==> config.mk <==
export PLATFORM = sky130hd
export DESIGN_NAME = simon_control_flat
export DESIGN_NICKNAME = d
export VERILOG_FILES = /design/src/rtl/simon_control_if.sv /design/src/rtl/simon_control.sv /design/src/flat_wrapper.sv
export SDC_FILE = /design/constraint.sdc
export NUM_CORES = 1
export LEC_CHECK = 0
export BUFFER_PORTS_ARGS = -buffer_cell sky130_fd_sc_hd__buf_2
export CAP_MARGIN = 15
export CORE_ASPECT_RATIO = 1.5
export CORE_MARGIN = 10
export CORE_UTILIZATION = 30
export DETAILED_ROUTE_END_ITERATION = 12
export PLACE_DENSITY_LB_ADDON = 0.15
export SLEW_MARGIN = 30
export SYNTH_ARGS = -nofsm -noshare
export SYNTH_HDL_FRONTEND = slang
export SYNTH_SLANG_ARGS = --single-unit
==> constraint.sdc <==
create_clock -name clk -period 3.71 [get_ports clk]
set_clock_uncertainty 0.2 [all_clocks]
set_input_delay 0.5565 -clock clk [delete_from_list [all_inputs] [get_ports clk]]
set_output_delay 0.5565 -clock clk [all_outputs]
set_load 0.1 [all_outputs]
==> src/rtl/simon_control_if.sv <==
// Status/strobe bundle between the Simon controller (master) and its datapath (slave).
interface simon_control_if;
    logic       legal;
    logic       right_guess;
    logic       i_eq_ns;
    logic       count_ns;
    logic       count_i;
    logic       rst_i;
    logic       reset;
    logic       m1;
    logic       m2;
    logic       m3;
    logic       m4;
    logic [2:0] mode_leds;

    modport master (
        input  legal, right_guess, i_eq_ns,
        output count_ns, count_i, rst_i, reset, m1, m2, m3, m4, mode_leds
    );

    modport slave (
        output legal, right_guess, i_eq_ns,
        input  count_ns, count_i, rst_i, reset, m1, m2, m3, m4, mode_leds
    );
endinterface

==> src/rtl/simon_control.sv <==
// Simon game controller: INPUT -> PLAYBACK -> REPEAT rounds, DONE on loss or full memory.
// Optional SIMON_STATE_OUT_EN exposes the raw state encoding on state_dbg.
module simon_control #(
    parameter int MEM_DEPTH = 64
) (
    input  logic                 clk,
    input  logic                 rst,
    simon_control_if.master      bus
`ifdef SIMON_STATE_OUT_EN
    ,
    output logic [1:0]           state_dbg
`endif
);
    localparam int ROUND_W = $clog2(MEM_DEPTH) + 1;

    typedef enum logic [1:0] {
        INPUT    = 2'd0,
        PLAYBACK = 2'd1,
        REPEAT   = 2'd2,
        DONE     = 2'd3
    } state_t;

    state_t             state;
    state_t             next_state;
    logic [ROUND_W-1:0] round;
    logic               full;

    assign full      = (round == ROUND_W'(MEM_DEPTH));
    assign bus.reset = rst;

`ifdef SIMON_STATE_OUT_EN
    assign state_dbg = state;
`endif

    // count_ns is never raised while full, so round saturates at MEM_DEPTH.
    always_ff @(posedge clk or posedge rst) begin
        if (rst) begin
            state <= INPUT;
            round <= '0;
        end else begin
            // NOTE: non-blocking so every register samples pre-edge values together.
            state <= next_state;
            if (bus.count_ns) round <= round + ROUND_W'(1);
        end
    end

    always_comb begin
        // NOTE: every output gets a default first so no path infers a latch.
        next_state    = state;
        bus.count_ns  = 1'b0;
        bus.count_i   = 1'b0;
        bus.rst_i     = 1'b0;
        bus.m1        = 1'b0;
        bus.m2        = 1'b0;
        bus.m3        = 1'b0;
        bus.m4        = 1'b0;
        bus.mode_leds = 3'b001;

        case (state)
            INPUT: begin
                bus.mode_leds = 3'b001;
                if (full) begin
                    bus.rst_i  = 1'b1;
                    next_state = DONE;
                end else if (bus.legal) begin
                    bus.m1       = 1'b1;
                    bus.count_ns = 1'b1;
                    bus.rst_i    = 1'b1;
                    next_state   = PLAYBACK;
                end
            end
            PLAYBACK: begin
                bus.mode_leds = 3'b010;
                bus.m2        = 1'b1;
                bus.m3        = 1'b1;
                if (bus.i_eq_ns) begin
                    bus.rst_i  = 1'b1;
                    next_state = REPEAT;
                end else begin
                    bus.count_i = 1'b1;
                end
            end
            REPEAT: begin
                bus.mode_leds = 3'b100;
                bus.m3        = 1'b1;
                bus.m4        = 1'b1;
                // A wrong guess on the last entry is still a loss.
                if (!bus.right_guess) begin
                    bus.rst_i  = 1'b1;
                    next_state = DONE;
                end else if (bus.i_eq_ns) begin
                    bus.rst_i  = 1'b1;
                    next_state = INPUT;
                end else begin
                    bus.count_i = 1'b1;
                end
            end
            DONE: begin
                bus.mode_leds = 3'b111;
                bus.m2        = 1'b1;
                bus.m3        = 1'b1;
                if (bus.i_eq_ns) bus.rst_i   = 1'b1;
                else             bus.count_i = 1'b1;
            end
            default: begin
                next_state = INPUT;
            end
        endcase

        // The state register is already INPUT under reset; strobes must stay quiet too.
        if (rst) begin
            next_state   = INPUT;
            bus.count_ns = 1'b0;
            bus.count_i  = 1'b0;
            bus.rst_i    = 1'b0;
            bus.m1       = 1'b0;
            bus.m2       = 1'b0;
            bus.m3       = 1'b0;
            bus.m4       = 1'b0;
        end
    end
endmodule
==> src/flat_wrapper.sv <==
// flat-port wrapper written by rule: the top's interface ports become plain ports
module simon_control_flat 
#(
    parameter int MEM_DEPTH = 64
)
  (clk, rst, bus_legal, bus_right_guess, bus_i_eq_ns, bus_count_ns, bus_count_i, bus_rst_i, bus_reset, bus_m1, bus_m2, bus_m3, bus_m4, bus_mode_leds);
  simon_control_if bus_i ();
  input  logic clk;
  input  logic rst;
  input wire logic [$bits(bus_i.legal)-1:0] bus_legal;
  input wire logic [$bits(bus_i.right_guess)-1:0] bus_right_guess;
  input wire logic [$bits(bus_i.i_eq_ns)-1:0] bus_i_eq_ns;
  output wire logic [$bits(bus_i.count_ns)-1:0] bus_count_ns;
  output wire logic [$bits(bus_i.count_i)-1:0] bus_count_i;
  output wire logic [$bits(bus_i.rst_i)-1:0] bus_rst_i;
  output wire logic [$bits(bus_i.reset)-1:0] bus_reset;
  output wire logic [$bits(bus_i.m1)-1:0] bus_m1;
  output wire logic [$bits(bus_i.m2)-1:0] bus_m2;
  output wire logic [$bits(bus_i.m3)-1:0] bus_m3;
  output wire logic [$bits(bus_i.m4)-1:0] bus_m4;
  output wire logic [$bits(bus_i.mode_leds)-1:0] bus_mode_leds;
  assign bus_i.legal = bus_legal;
  assign bus_i.right_guess = bus_right_guess;
  assign bus_i.i_eq_ns = bus_i_eq_ns;
  assign bus_count_ns = bus_i.count_ns;
  assign bus_count_i = bus_i.count_i;
  assign bus_rst_i = bus_i.rst_i;
  assign bus_reset = bus_i.reset;
  assign bus_m1 = bus_i.m1;
  assign bus_m2 = bus_i.m2;
  assign bus_m3 = bus_i.m3;
  assign bus_m4 = bus_i.m4;
  assign bus_mode_leds = bus_i.mode_leds;
  simon_control #(.MEM_DEPTH(MEM_DEPTH)) u_core (.clk(clk), .rst(rst), .bus(bus_i));
endmodule
==> qor.yml <==
route:
  drc: 0
  drtPass1Iterations: 3
  vias_per_cell: 5.05
  drtIter0Drc: 4
  vias: 571
  highest-signal-layer: "met4"
  wl_per_cell_um: 13.4
  ant_nets: 0
  drt-met1-wl_um: 609
  wl_mm: 1.51
  route.met2.wl_um: 713
  wl_met3_um: 153
layout:
  antenna_cells: 0
  final_common_cell: "buf_2"
  drive_above_1_share_pct: 25.3
  final_area_um2: 787
  mostFrequentLayoutCells: "15 x buf_2, 9 x dfrtp_1, 8 x nor2_1, 8 x nand2_1"
  fillers: 229
  nets: 104
  syn2layout_area_growth_pct: 18.7
run:
  drv_cap: 0
yosys:
  synth_edf_count: 0
  synth_seq_cells: 9
  syn_area_um2: 663
  ys_types: 23
  synthCells: 76
  synth-main-ff-cell: "dfrtp_1"
  syn-num-nets: 88
  seq_area_frac_synth_pct: 34.0
  ys_warn_count: 0
  avgSynthCellArea_um2: 8.73
  async_flop_share_pct: 100
worst_setup_path:
  path_cells: "inv_1 -> ha_1 -> nand2_1 -> a2111oi_2 -> buf_2"
  required_ns: 2.95
  reg2reg_slack_ns: 1.84
  cp_max_fo: 9
  crit_type: "flop to output pin"
  rr_worst_depth: 6
  worst_path_max_delay_cell: "buf_2"
  startpoint_type: "flop"
  critPathArrivalTime_ns: 2.01
  slowest_delay_ns: 0.48
  rr_endpoint: "u_core.state[0]"
  crit-reg2reg-launch: "u_core.state[0]"
  worst_setup_path_end_kind: "output pin"
cts:
  clk_pin_slew_ns: 0.06
  clockBufferDepth: 2
  post_cts_resized: 0
  cts_num_sinks: 9
  ctsHoldBuffers: 0
  clock_tree.root_cell: "clkbuf_4"
  worstSkewPairLatency_ns: 0.26
  cts_setup_buffers: 0
  cts_tree: "done"
  cts_buffers: 3
  htreeDepth: 1
place:
  place_hpwl_mm: 1.22
  placement.io_buffers: 15
  post_dp_cell_area_um2: 761
  place_ws_ns: 1.19
  globalplace.congestion: 0.760
die:
  coreArea_um2: 2080
  num_rows: 20
  die_h_um: 77.6
  io_pins: 16
  initial_core_util_pct: 31.9
  die_w_um: 58.4
  dieArea_um2: 4530
sta:
  setup_slack_ns: 0.944
  period_needed_ns: 2.77
  setup_viol: 0
  hold_violations: 0
  hold_slack_ns: 0.151
  maxSlewHeadroom_pct: 67.7
  drv_slew: 0
  fmax_mhz: 362
  rsz0062_at_grt: "false"
  tightestPinTransition_ns: 0.488
  tns_ns: 0
  layout_worst_path_cycle_share_pct: 74.6
outcome:
  outcome: "complete, no violations"
global_route:
  grt_max_degree: 11
  grt_antenna_before_repair: 0
  grt_pass1_vias: 590
  grt_overflow_total: 0
  grt_first_pass_wirelength_mm: 2.58
  track_usage_pct: 7.10
min_path:
  hold_path_class: "input pin to async pin"
synthesized netlist by cell type (all sizes together), types with 2 or more instances:
cell type,n,share of area [%]
clkbuf,2,1.1
dfrtp,9,34
inv,7,4.0
o22ai,2,1.9
a31oi,3,2.8
a21oi,3,2.3
ha,7,13
nand2b,2,1.9
nand4,4,3.8
nor2,8,4.5
xnor2,6,7.9
nand2,8,4.5
o21ai,3,2.3
buf,2,2.3
a22o,2,2.6
sequential cells by signal, indices dropped and copies added, names as in the netlist:
register and flops:
u_core.state 2, u_core.round 7
how the worst max path moves through the flow:
stage / from / to / slack (ns) / depth (start not counted)
floorplan: u_core.state[0] / bus_count_i / 0.12 / 5
global placement: rst / bus_m1 / 1.18 / 4
detailed placement: u_core.state[1] / bus_rst_i / 1.19 / 7
CTS: u_core.state[0] / bus_count_i / 0.91 / 5
global route: u_core.state[0] / bus_count_i / 0.76 / 5
finish: u_core.state[0] / bus_count_i / 0.94 / 5
through the flow:
step | cells | utilization [%]
2_1_floorplan | 76 | -
3_3_place_gp | 109 | 36.6
3_5_place_dp | 109 | 36.6
4_1_cts | 113 | 37.9
5_1_grt | 113 | 37.9
6_report | 113 | 37.9
per-layer routing:
layer  GRT usage, %  vias up
met1           7.58      257
li1               -      292
met2           10.3       18
met5              0        -
met4           6.13        0
met3           2.93        4
cells by family after synthesis:
kind of cell | synth area share (%)
AOI/OAI and AO/OA | 15.7
xor gates and xnor gates | 7.92
adders and majority gates | 13.2
buffers and inverters | 7.36
DFF | 34.0
and+or+nand+nor | 21.9
area by class of cell:
| cell class | count | area [um^2] | area share (%) |
|---|---|---|---|
| multi-input cells | 56 | 407 | 51.7 |
| flip-flops and latches | 9 | 225 | 28.6 |
| repair buffers | 15 | 75.1 | 9.54 |
| well taps | 22 | 27.5 | 3.50 |
| clock buffers | 4 | 26.3 | 3.34 |
| inverters | 7 | 26.3 | 3.34 |
worst max-delay path: cells and delay by family (launching register included):
kind	cells	cell delay [ns]
buffers and inverters	2	0.59
AO/OA/AOI/OAI	1	0.30
adder cells (fa/ha/maj)	1	0.33
AND/OR/NAND/NOR	1	0.12
flip-flops	1	0.41
Power is left out: the tool's default activity adds up to more than one toggle a clock period on the data nets, which glitch-free logic cannot reach.
